$ cat config.mk
export PLATFORM = sky130hd
export DESIGN_NAME = multicycle_control
export DESIGN_NICKNAME = d
export VERILOG_FILES = /design/src/rtl/multicycle_control.sv
export SDC_FILE = /design/constraint.sdc
export NUM_CORES = 1
export LEC_CHECK = 0
export CAP_MARGIN = 20
export CORE_MARGIN = 2
export CORE_UTILIZATION = 58
export DETAILED_ROUTE_END_ITERATION = 16
export DONT_BUFFER_PORTS = 1
export GPL_TIMING_DRIVEN = 0
export PLACE_DENSITY_LB_ADDON = 0.3
export SYNTH_ARGS = -nofsm -noshare
export SYNTH_HDL_FRONTEND = slang
export SYNTH_SLANG_ARGS = --single-unit
$ cat constraint.sdc
create_clock -name clk -period 2.04 [get_ports clk]
set_input_delay 0.306 -clock clk [delete_from_list [all_inputs] [get_ports clk]]
set_output_delay 0.306 -clock clk [all_outputs]
set_load 0.01 [all_outputs]
$ cat src/rtl/multicycle_control.sv
// Multi-cycle MIPS sequencing FSM: fetch/decode/execute/memory/write-back with mem_ready stalls.
// Optional bne support is enabled by defining MULTICYCLE_BNE_EN.
module multicycle_control (
    input  logic        clk,
    input  logic        rst_n,
    input  logic [5:0]  opcode,
    input  logic        mem_ready,
    output logic        PCWrite,
    output logic        PCWriteCond,
    output logic        BranchNe,
    output logic        IorD,
    output logic        MemRead,
    output logic        MemWrite,
    output logic        MemtoReg,
    output logic        IRWrite,
    output logic [1:0]  PCSource,
    output logic [1:0]  ALUOp,
    output logic        ALUSrcA,
    output logic [1:0]  ALUSrcB,
    output logic        RegWrite,
    output logic        RegDst,
    output logic [3:0]  State,
    output logic        IllegalOp,
    output logic        InstrDone,
    output logic [31:0] InstrCount
);

    typedef enum logic [3:0] {
        S_IDLE   = 4'd0,
        S_FETCH  = 4'd1,
        S_DECODE = 4'd2,
        S_MEMADR = 4'd3,
        S_MEMRD  = 4'd4,
        S_MEMWB  = 4'd5,
        S_MEMWR  = 4'd6,
        S_EXEC   = 4'd7,
        S_ALUWB  = 4'd8,
        S_BRANCH = 4'd9,
        S_JUMP   = 4'd10,
        S_IMMEX  = 4'd11,
        S_IMMWB  = 4'd12,
        S_TRAP   = 4'd13
    } state_t;

    localparam logic [5:0] OP_RTYPE = 6'b000000;
    localparam logic [5:0] OP_LW    = 6'b100011;
    localparam logic [5:0] OP_SW    = 6'b101011;
    localparam logic [5:0] OP_BEQ   = 6'b000100;
    localparam logic [5:0] OP_BNE   = 6'b000101;
    localparam logic [5:0] OP_J     = 6'b000010;
    localparam logic [5:0] OP_ADDI  = 6'b001000;
    localparam logic [5:0] OP_ADDIU = 6'b001001;

`ifdef MULTICYCLE_BNE_EN
    localparam logic BNE_EN = 1'b1;
`else
    localparam logic BNE_EN = 1'b0;
`endif

    state_t      r_state;
    state_t      w_next;
    logic [31:0] r_count;

    assign State      = r_state;
    assign InstrCount = r_count;

    always_comb begin
        w_next      = S_FETCH;
        PCWrite     = 1'b0;
        PCWriteCond = 1'b0;
        BranchNe    = 1'b0;
        IorD        = 1'b0;
        MemRead     = 1'b0;
        MemWrite    = 1'b0;
        MemtoReg    = 1'b0;
        IRWrite     = 1'b0;
        PCSource    = 2'b00;
        ALUOp       = 2'b00;
        ALUSrcA     = 1'b0;
        ALUSrcB     = 2'b00;
        RegWrite    = 1'b0;
        RegDst      = 1'b0;
        IllegalOp   = 1'b0;
        InstrDone   = 1'b0;
        case (r_state)
            S_IDLE: w_next = S_FETCH;
            S_FETCH: begin
                MemRead = 1'b1;
                ALUSrcB = 2'b01;
                IRWrite = mem_ready;
                PCWrite = mem_ready;
                w_next  = mem_ready ? S_DECODE : S_FETCH;
            end
            S_DECODE: begin
                // Branch target is precomputed here while the opcode is decoded.
                ALUSrcB = 2'b11;
                case (opcode)
                    OP_RTYPE:          w_next = S_EXEC;
                    OP_LW, OP_SW:      w_next = S_MEMADR;
                    OP_BEQ:            w_next = S_BRANCH;
                    OP_BNE:            w_next = BNE_EN ? S_BRANCH : S_TRAP;
                    OP_J:              w_next = S_JUMP;
                    OP_ADDI, OP_ADDIU: w_next = S_IMMEX;
                    default:           w_next = S_TRAP;
                endcase
            end
            S_MEMADR: begin
                ALUSrcA = 1'b1;
                ALUSrcB = 2'b10;
                w_next  = (opcode == OP_SW) ? S_MEMWR : S_MEMRD;
            end
            S_MEMRD: begin
                MemRead = 1'b1;
                IorD    = 1'b1;
                w_next  = mem_ready ? S_MEMWB : S_MEMRD;
            end
            S_MEMWB: begin
                MemtoReg  = 1'b1;
                RegWrite  = 1'b1;
                InstrDone = 1'b1;
            end
            S_MEMWR: begin
                MemWrite  = 1'b1;
                IorD      = 1'b1;
                InstrDone = mem_ready;
                w_next    = mem_ready ? S_FETCH : S_MEMWR;
            end
            S_EXEC: begin
                ALUSrcA = 1'b1;
                ALUOp   = 2'b10;
                w_next  = S_ALUWB;
            end
            S_ALUWB: begin
                RegDst    = 1'b1;
                RegWrite  = 1'b1;
                InstrDone = 1'b1;
            end
            S_BRANCH: begin
                ALUSrcA     = 1'b1;
                ALUOp       = 2'b01;
                PCWriteCond = 1'b1;
                PCSource    = 2'b01;
                BranchNe    = BNE_EN && (opcode == OP_BNE);
                InstrDone   = 1'b1;
            end
            S_JUMP: begin
                PCWrite   = 1'b1;
                PCSource  = 2'b10;
                InstrDone = 1'b1;
            end
            S_IMMEX: begin
                ALUSrcA = 1'b1;
                ALUSrcB = 2'b10;
                w_next  = S_IMMWB;
            end
            S_IMMWB: begin
                RegWrite  = 1'b1;
                InstrDone = 1'b1;
            end
            S_TRAP: IllegalOp = 1'b1;
            default: w_next = S_FETCH;
        endcase
    end

    always_ff @(posedge clk) begin
        if (!rst_n) begin
            r_state <= S_IDLE;
            r_count <= 32'd0;
        end else begin
            r_state <= w_next;
            if (InstrDone)
                r_count <= r_count + 32'd1;
        end
    end

endmodule

==> run summary, run 1 <==
Static Leak: 0.924 nW
crit-path cells: buf_4 > maj3_2 > nor2_4 > buf_1 > o2111ai_1 > xor2_1 > nor2_1
Max Fclk: 486 MHz
synthesized flop and latch total: 36
total global-route track usage: 26.0%
Worst EP required: 2.26 ns
DR vias/cell: 6.25
# IOs: 64
die height: 64.3 µm
largest area contributor in the netlist: dfxtp_1
fin nets: 300
cell depth of the worst hold path: 2
measured slew at the worst slew-check pin: 0.521 ns
Final Setup Violations: 2
H-tree depth: 2
largest cells by area after synthesis: dfxtp_1 34%, nor2_1 6.4%, xor2_1 5.8%, nand2_1 4.3%, a21oi_1 4.0%
diode count: 0
unrepaired setup endpoints after global routing: true
fill count: 270
Die W: 64.3 µm
Worst-path clk slew: 0.11 ns
GP Congestion: 0.823
hold crit path type: input port to flop
xor and xnor area share after synthesis: 6.64%
Area Growth Syn to Fin: 18.1%
vias after detailed routing: 2107
final setup margin: -0.0188 ns
Synth Instances: 265
clock buffer depth: 2
FP Rows: 21
crit end category: flop
Num CTS Buffers: 5
YS warnings: 0
endpoints failing hold: 0
grt total ovfl: 0
Synth Area per Inst: 7.97 µm²
Clock Sinks: 36
clock skew: 0.0154 ns
area share of the largest cell type after synthesis: 34.1%
Seq. cell area: 752 µm²
CTS tree: built
DIE AREA: 4140 µm²
WL final: 5.45 mm
r2r worst-path depth: 7
sequential fraction of the synthesis area: 34.1%
Slew HR: 65.3%
Final Max Tran Viols: 0
met1 Track Usage GR: 29.6%
Synth Cell Area: 2110 µm²
DR DRC count: 0
post-synthesis cell type count: 53
multi-input logic area: 1320 µm²
fraction of synthesized area in multiplexers: 1.48%
Max-Cap Viols: 0
layout cells sized above 1: 22.0%
Final Total Pwr: 1.34 mW
CP Launch Type: flop
clock root cell: clkbuf_4
Post-DP HPWL: 3.48 mm
crit path kind: flop to flop
most common cell after layout, fill and taps aside: nor2_1
Port Buffer Count: 0
met3 Resource Use GR: 9.86%
status: finished with violations
failing checks: negative setup slack
largest net degree at the start of global routing: 12
Max VDD drop: 0.000326 V
core area: 3420 µm²
arrival time at the worst endpoint: 2.28 ns
Clk Latency, worst-skew pair: 0.36 ns
most frequent cells in the layout: 35 x nor2_1, 24 x nand2_1, 23 x dfxtp_1, 20 x buf_4, 17 x a21oi_1
Final ANT Viol Nets: 0
Synthesized Nets: 275
drt wl/cell: 16.2 µm
DR iter-0 viols: 141
first-pass GRT wire length: 8.54 mm
Synth Area in Simple Gates: 29.9%
crit path max fanout: 10
antenna violations before repair: 0
Max stage delay on crit path: 0.41 ns
main combinational cell family by area after synthesis: simple AND/OR/NAND/NOR gates
Final Cycle Share: 101%
first-pass detailed-route iteration total: 4
post-synthesis compound-gate area fraction: 20.8%
post-layout util: 73.0%
GRT Max-Usage Layer: met2
grt met2 use: 44.4%
post-layout min period: 2.06 ns
Initial Util: 61.8%
post-synthesis adder-cell area fraction: 1.13%
slowest stage cell, crit path: buf_1
vias in the first global route: 1838
Cell Pwr Density: 538 nW/µm²
stage by stage:
stage / worst slack, ns / hold WS [ns] / TNS (ns) / instance area (µm²) / cells
after global routing: -0.0870 / 0.0841 / -0.511 / 2490 / 337
after detailed placement: -0.160 / 0.458 / -1.01 / 2170 / 311
after CTS: 0.00457 / 0.0769 / 0 / 2320 / 326
after global placement: -0.136 / 0.461 / -0.921 / 2170 / 311
final: -0.0188 / 0.0809 / -0.0206 / 2490 / 337
after floorplan: 0.0951 / 0.449 / 0 / 2110 / 265
routing by layer:
layer,share of wire [%],up-vias
met4,1.7,0
met2,50,92
met3,8.1,9
li1,-,1007
met1,41,999
met5,0,-
critical path: cells and delay by family (launching register included):
kind | cells | cell delay [ns]
adders and majority gates | 1 | 0.33
xor gates and xnor gates | 1 | 0.21
buffers and inverters | 2 | 0.59
AOI/OAI and AO/OA | 1 | 0.18
DFF | 1 | 0.37
and+or+nand+nor | 2 | 0.26
worst paths after layout:
check / from / end / slack, ns
worst max register to register: State[2]$_SDFF_PN0_ / InstrCount[13]$_SDFFE_PN0P_ / -0.02
worst min register to register: InstrCount[14]$_SDFFE_PN0P_ / InstrCount[14]$_SDFFE_PN0P_ / 0.51
worst min-delay path: rst_n / InstrCount[7]$_SDFFE_PN0P_ / 0.08
worst max-delay path: State[2]$_SDFF_PN0_ / InstrCount[13]$_SDFFE_PN0P_ / -0.02
report_power, final:
| group | switching [mW] | leakage (nW) | internal [mW] |
|---|---|---|---|
| sequential | 0.00642 | 0.299 | 0.699 |
| combinational | 0.0824 | 0.583 | 0.0454 |
| clock | 0.252 | 0.0422 | 0.257 |
| total | 0.341 | 0.924 | 1.00 |
sequential cells by signal (all words and copies together) (netlist names):
| register | flops |
|---|---|
| InstrCount | 32 |
| State | 4 |
final cells by class:
| type | count | share of cell area [%] |
|---|---|---|
| timing repair buffer | 19 | 6.37 |
| multi-input combinational | 203 | 52.9 |
| clock inverter | 2 | 1.40 |
| sequential | 36 | 30.2 |
| inverter | 8 | 1.20 |
| buffer | 17 | 3.96 |
| clock buffer | 6 | 1.66 |
| tap | 46 | 2.31 |
synth_stat cells, drive strengths merged:
| cell | count |
|---|---|
| a21oi | 18 |
| a22oi | 1 |
| a311oi | 1 |
| and2 | 1 |
| and3 | 6 |
| and4 | 3 |
| buf | 4 |
| clkbuf | 12 |
| conb | 1 |
| dfxtp | 36 |
| dlygate4sd1 | 1 |
| dlymetal6s2s | 1 |
| ha | 1 |
| inv | 8 |
| maj3 | 1 |
| mux2 | 1 |
| mux2i | 2 |
| nand2 | 24 |
| nand2b | 6 |
| nand3 | 10 |
| nand3b | 2 |
| nand4 | 6 |
| nor2 | 38 |
| nor2b | 2 |
| nor3 | 5 |
| nor3b | 1 |
| nor4 | 2 |
| o2111a | 1 |
| o2111ai | 8 |
| o211ai | 6 |
| o21a | 1 |
| o21ai | 14 |
| o21bai | 1 |
| o22ai | 1 |
| o311ai | 2 |
| o31ai | 3 |
| o32a | 2 |
| o41ai | 3 |
| or2 | 1 |
| or3 | 6 |
| or4 | 6 |
| xnor2 | 2 |
| xor2 | 14 |
what timing repair did:
item	4_1_cts	5_1_grt
gates resized for setup	13	27
hold buffers	0	0
setup buffers	7	12
pin swaps	4	11
endpoints found under the setup margin	27	25
endpoints found under the hold margin	0	0
kinds of logic after synthesis:
logic type | after synthesis
and+or+nand+nor | 119
adders and majority gates | 2
other | 1
buffers and inverters | 26
AOI/OAI and AO/OA | 62
muxes | 3
xor gates and xnor gates | 16
DFF | 36
Power figures use the tool's default switching activity.
==> inputs of run 2 (changes only) <==
--- a/config.mk
+++ b/config.mk
@@ -10,7 +10,6 @@
 export CORE_UTILIZATION = 58
 export DETAILED_ROUTE_END_ITERATION = 16
 export DONT_BUFFER_PORTS = 1
-export GPL_TIMING_DRIVEN = 0
 export PLACE_DENSITY_LB_ADDON = 0.3
 export SYNTH_ARGS = -nofsm -noshare
 export SYNTH_HDL_FRONTEND = slang
==> constraint.sdc (replaced) <==
create_clock -name clk -period 1.94 [get_ports clk]
set_input_delay 0.291 -clock clk [delete_from_list [all_inputs] [get_ports clk]]
set_output_delay 0.291 -clock clk [all_outputs]
set_load 0.01 [all_outputs]
==> run summary, run 2 (same netlist as run 1, synthesis figures left out) <==
final setup margin: 0.0583 ns
Final Setup Violations: 0
slowest stage cell, crit path: or4_1
layout cells sized above 1: 22.2%
diode count: 0
CP Launch Type: flop
Num CTS Buffers: 5
die height: 64.3 µm
antenna violations before repair: 0
Max VDD drop: 0.000505 V
Final Cycle Share: 97.0%
WL final: 5.11 mm
most common cell after layout, fill and taps aside: buf_4
Static Leak: 0.959 nW
clock skew: 0.0133 ns
DIE AREA: 4140 µm²
fill count: 289
first-pass GRT wire length: 8.07 mm
vias in the first global route: 1798
Post-DP HPWL: 3.76 mm
Hold Path Sink: State[2]$_SDFF_PN0_
Clk Latency, worst-skew pair: 0.35 ns
crit end category: flop
core area: 3420 µm²
CTS tree: built
Max Fclk: 531 MHz
vias after detailed routing: 2080
Max-Cap Viols: 0
crit path buf inv count: 0
post-layout util: 73.4%
clock buffer depth: 2
Clock Sinks: 36
crit path kind: flop to flop
Initial Util: 61.8%
max FFs per register: 32
DR iter-0 viols: 198
cell depth of the worst hold path: 2
post-layout min period: 1.88 ns
r2r worst-path depth: 5
H-tree depth: 2
measured slew at the worst slew-check pin: 0.527 ns
Final ANT Viol Nets: 0
FP Rows: 21
Die W: 64.3 µm
Top delay family on crit path: simple AND/OR/NAND/NOR gates
Final Max Tran Viols: 0
GP Congestion: 0.817
arrival time at the worst endpoint: 2.17 ns
Setup WS pre-CTS: 0.0512 ns
DR DRC count: 0
crit-path cells: nand4_2 > nor4_4 > o2111ai_4 > or4_1 > a21oi_1
unrepaired setup endpoints after global routing: true
Max stage delay on crit path: 0.54 ns
crit path max fanout: 7
RR Endpoint: InstrCount[30]$_SDFFE_PN0P_
register-to-register setup slack: 0.06 ns
Area Growth Syn to Fin: 18.7%
# IOs: 64
DR vias/cell: 6.06
drt wl/cell: 14.9 µm
clock root cell: clkbuf_4
hold_sp: rst_n
first-pass detailed-route iteration total: 4
largest net degree at the start of global routing: 17
Worst EP required: 2.23 ns
most frequent cells in the layout: 40 x buf_4, 35 x nor2_1, 33 x dfxtp_1, 24 x nand2_1, 17 x a21oi_1
Port Buffer Count: 0
Cell Pwr Density: 556 nW/µm²
status: complete, no violations
Reg2Reg Launch Point: InstrCount[12]$_SDFFE_PN0P_
hold crit path type: input port to flop
endpoints failing hold: 0
total global-route track usage: 25.0%
grt total ovfl: 0
Worst-path clk slew: 0.11 ns
fin nets: 306
Slew HR: 64.6%
[run 2: cell count changes in the layout (fill, tap and decap cells not counted), sizes merged]
cell,previous run,this run
buf,26,42
dlymetal6s2s,1,0
clkbuf,14,6
dlygate4sd1,1,0
[run 2: worst max-delay path by stage]
stage | from | endpoint | slack [ns] | cells after the start
after global placement | InstrCount[12]$_SDFFE_PN0P_ | InstrCount[28]$_SDFFE_PN0P_ | 0.14 | 5
after CTS | InstrCount[12]$_SDFFE_PN0P_ | InstrCount[30]$_SDFFE_PN0P_ | 0.04 | 5
after detailed placement | InstrCount[12]$_SDFFE_PN0P_ | InstrCount[30]$_SDFFE_PN0P_ | 0.05 | 5
final | InstrCount[12]$_SDFFE_PN0P_ | InstrCount[30]$_SDFFE_PN0P_ | 0.06 | 5
after floorplan | InstrCount[11]$_SDFFE_PN0P_ | InstrCount[30]$_SDFFE_PN0P_ | 0.01 | 5
after global routing | InstrCount[12]$_SDFFE_PN0P_ | InstrCount[26]$_SDFFE_PN0P_ | -0.02 | 5
[run 2: layer usage]
metal	GRT usage, %	vias to the layer above	routed length, µm
met5	0	-	0
met4	10.4	0	73
met3	6.51	5	379
met2	41.7	78	2480
met1	30.4	971	2180
li1	-	1026	-
[run 2: worst register-to-register path: stages (launching register included)]
cell and delay [ns]:
dfxtp_1 0.36, nand4_2 0.16, nor4_4 0.39, o2111ai_4 0.22
or4_1 0.54, a21oi_1 0.16
[run 2: timing repair]
item,CTS,global route
pin swaps,0,5
hold buffers,0,0
buffers inserted,0,6
endpoints found under the setup margin,1,8
gates resized for setup,1,6
[run 2: final cells by class]
class	instances	area [µm²]	area share, %
clock inverter	2	35.0	1.40
timing repair buffer	42	323	12.9
inverter	8	30.0	1.20
sequential	36	724	28.9
tap	46	57.6	2.30
multi-input combinational	203	1290	51.7
clock buffer	6	41.3	1.65
[run 2: metrics by stage]
stage | cells | instance area (µm²) | TNS (ns) | power, mW | hold WS [ns]
detailed placement | 329 | 2350 | 0 | 0.890 | 0.418
floorplan | 265 | 2110 | 0 | 0.867 | 0.434
finish | 343 | 2510 | 0 | 1.39 | 0.0471
global placement | 329 | 2350 | 0 | 0.887 | 0.425
global route | 343 | 2510 | -0.0859 | 1.44 | 0.0432
CTS | 337 | 2430 | 0 | 1.40 | 0.0358
[run 2: report_power, final]
group	leakage (nW)	internal, mW	switching (mW)	total (mW)
clock	0.0422	0.270	0.245	0.515
combinational	0.625	0.0475	0.0795	0.127
sequential	0.292	0.744	0.00685	0.751
total	0.959	1.06	0.331	1.39
==> inputs of run 3 (changes only) <==
--- a/config.mk
+++ b/config.mk
@@ -6,7 +6,7 @@
 export NUM_CORES = 1
 export LEC_CHECK = 0
 export CAP_MARGIN = 20
-export CORE_MARGIN = 2
+export CORE_MARGIN = 3
 export CORE_UTILIZATION = 58
 export DETAILED_ROUTE_END_ITERATION = 16
 export DONT_BUFFER_PORTS = 1
==> run summary, run 3 (same netlist as run 1, synthesis figures left out) <==
Worst EP required: 1.65 ns
Cell Pwr Density: 509 nW/µm²
Slew HR: 59.7%
arrival time at the worst endpoint: 1.57 ns
max FFs per register: 32
most common cell after layout, fill and taps aside: buf_4
Final Cycle Share: 96.1%
Max Fclk: 537 MHz
H-tree depth: 2
Post-DP HPWL: 3.63 mm
Port Buffer Count: 0
WL final: 4.95 mm
CTS tree: built
Clock Sinks: 36
first-pass detailed-route iteration total: 4
die height: 66.3 µm
Final ANT Viol Nets: 0
Hold WS: 0.0566 ns
Static Leak: 0.920 nW
post-layout min period: 1.86 ns
Max VDD drop: 0.000451 V
Worst-path clk slew: 0.11 ns
Die W: 66.3 µm
r2r worst-path depth: 6
endpoints failing hold: 0
Area Growth Syn to Fin: 15.0%
DR vias/cell: 5.99
cell depth of the worst hold path: 2
status: complete, no violations
Hold Path Sink: State[2]$_SDFF_PN0_
Reg2Reg Launch Point: InstrCount[10]$_SDFFE_PN0P_
fin nets: 302
unrepaired setup endpoints after global routing: true
# IOs: 64
grt total ovfl: 0
layout cells sized above 1: 20.9%
Initial Util: 61.8%
CP Launch Type: flop
hold crit path type: input port to flop
Final Setup Violations: 0
Total Neg Setup Slack: 0 ns
hold_sp: rst_n
RR Endpoint: InstrCount[31]$_SDFFE_PN0P_
vias in the first global route: 1820
diode count: 0
hold-fix buffers at CTS: 0
antenna violations before repair: 0
FP Rows: 21
crit path kind: flop to primary output
DR DRC count: 0
DIE AREA: 4400 µm²
total global-route track usage: 23.1%
GP Congestion: 0.829
Clk Latency, worst-skew pair: 0.34 ns
most frequent cells in the layout: 36 x buf_4, 35 x nor2_1, 33 x dfxtp_1, 24 x nand2_1, 16 x a21oi_1
register-to-register setup slack: 0.11 ns
DR iter-0 viols: 105
first-pass GRT wire length: 8.04 mm
Max-Cap Viols: 0
Final Max Tran Viols: 0
core area: 3420 µm²
clock skew: 0.0182 ns
measured slew at the worst slew-check pin: 0.601 ns
vias after detailed routing: 2025
Num CTS Buffers: 5
crit end category: primary output
drt wl/cell: 14.7 µm
clock buffer depth: 2
largest net degree at the start of global routing: 19
clock root cell: clkbuf_4
crit path max fanout: 13
-- run 3: cell types whose count changed in the layout (fill, tap and decap cells not counted), sizes merged --
cell / delta
bufinv: -1
buf: -4
-- run 3: critical path, stage by stage, from the launching register on --
cell	delay [ns]
dfxtp_1	0.34
nand2b_2	0.26
a21oi_4	0.27
buf_6	0.19
nor2_2	0.08
inv_1	0.10
-- run 3: how the worst max path moves through the flow --
| stage | slack [ns] | start | end | cells past startpoint |
|---|---|---|---|---|
| floorplan | 0.01 | InstrCount[11]$_SDFFE_PN0P_ | InstrCount[30]$_SDFFE_PN0P_ | 5 |
| global placement | 0.15 | InstrCount[12]$_SDFFE_PN0P_ | InstrCount[28]$_SDFFE_PN0P_ | 5 |
| detailed placement | 0.1 | InstrCount[5]$_SDFFE_PN0P_ | InstrCount[30]$_SDFFE_PN0P_ | 5 |
| CTS | 0.04 | State[2]$_SDFF_PN0_ | InstrDone | 5 |
| global route | -0.008 | InstrCount[11]$_SDFFE_PN0P_ | InstrCount[30]$_SDFFE_PN0P_ | 5 |
| finish | 0.08 | State[1]$_SDFF_PN0_ | InstrDone | 5 |
-- run 3: repair_timing --
action / in CTS / in global routing
resized for setup: 1 / 4
setup endpoints to repair: 1 / 12
hold endpoints to repair: 0 / 0
buffers inserted: 0 / 6
pin swaps: 0 / 4
-- run 3: layer usage --
metal  up-vias  part of all wire [%]  global-route usage [%]
met3         6                   7.7                    6.46
met5         -                     0                       0
met1       949                    46                    29.3
li1       1010                     -                       -
met2        60                    46                    38.2
met4         0                   1.1                    6.35
-- run 3: per-stage QoR --
| stage | instances | setup slack [ns] | power (mW) | cell area [µm²] | utilization [%] |
|---|---|---|---|---|---|
| 2_1_floorplan | 265 | 0.0109 | 0.867 | 2110 | - |
| 6_report | 338 | 0.0764 | 1.24 | 2430 | 71.1 |
| 3_5_place_dp | 325 | 0.0952 | 0.884 | 2320 | 67.9 |
| 3_3_place_gp | 325 | 0.148 | 0.882 | 2320 | 67.9 |
| 5_1_grt | 338 | -0.00779 | 1.29 | 2430 | 71.1 |
| 4_1_cts | 332 | 0.0435 | 1.24 | 2370 | 69.4 |
-- run 3: area by class of cell --
cell class              instances  area [µm²]
inverters                       8        30.0
clock buffers                   6        41.3
well taps                      46        57.6
multi-input cells             203        1280
flip-flops and latches         36         724
fillers                       277         988
repair buffers                 38         293
clock inverters                 1        5.00
-- run 3: power breakdown --
group / switching (mW) / total, mW / internal, mW
combinational: 0.0780 / 0.120 / 0.0417
clock: 0.235 / 0.368 / 0.133
sequential: 0.00512 / 0.749 / 0.744
total: 0.318 / 1.24 / 0.919
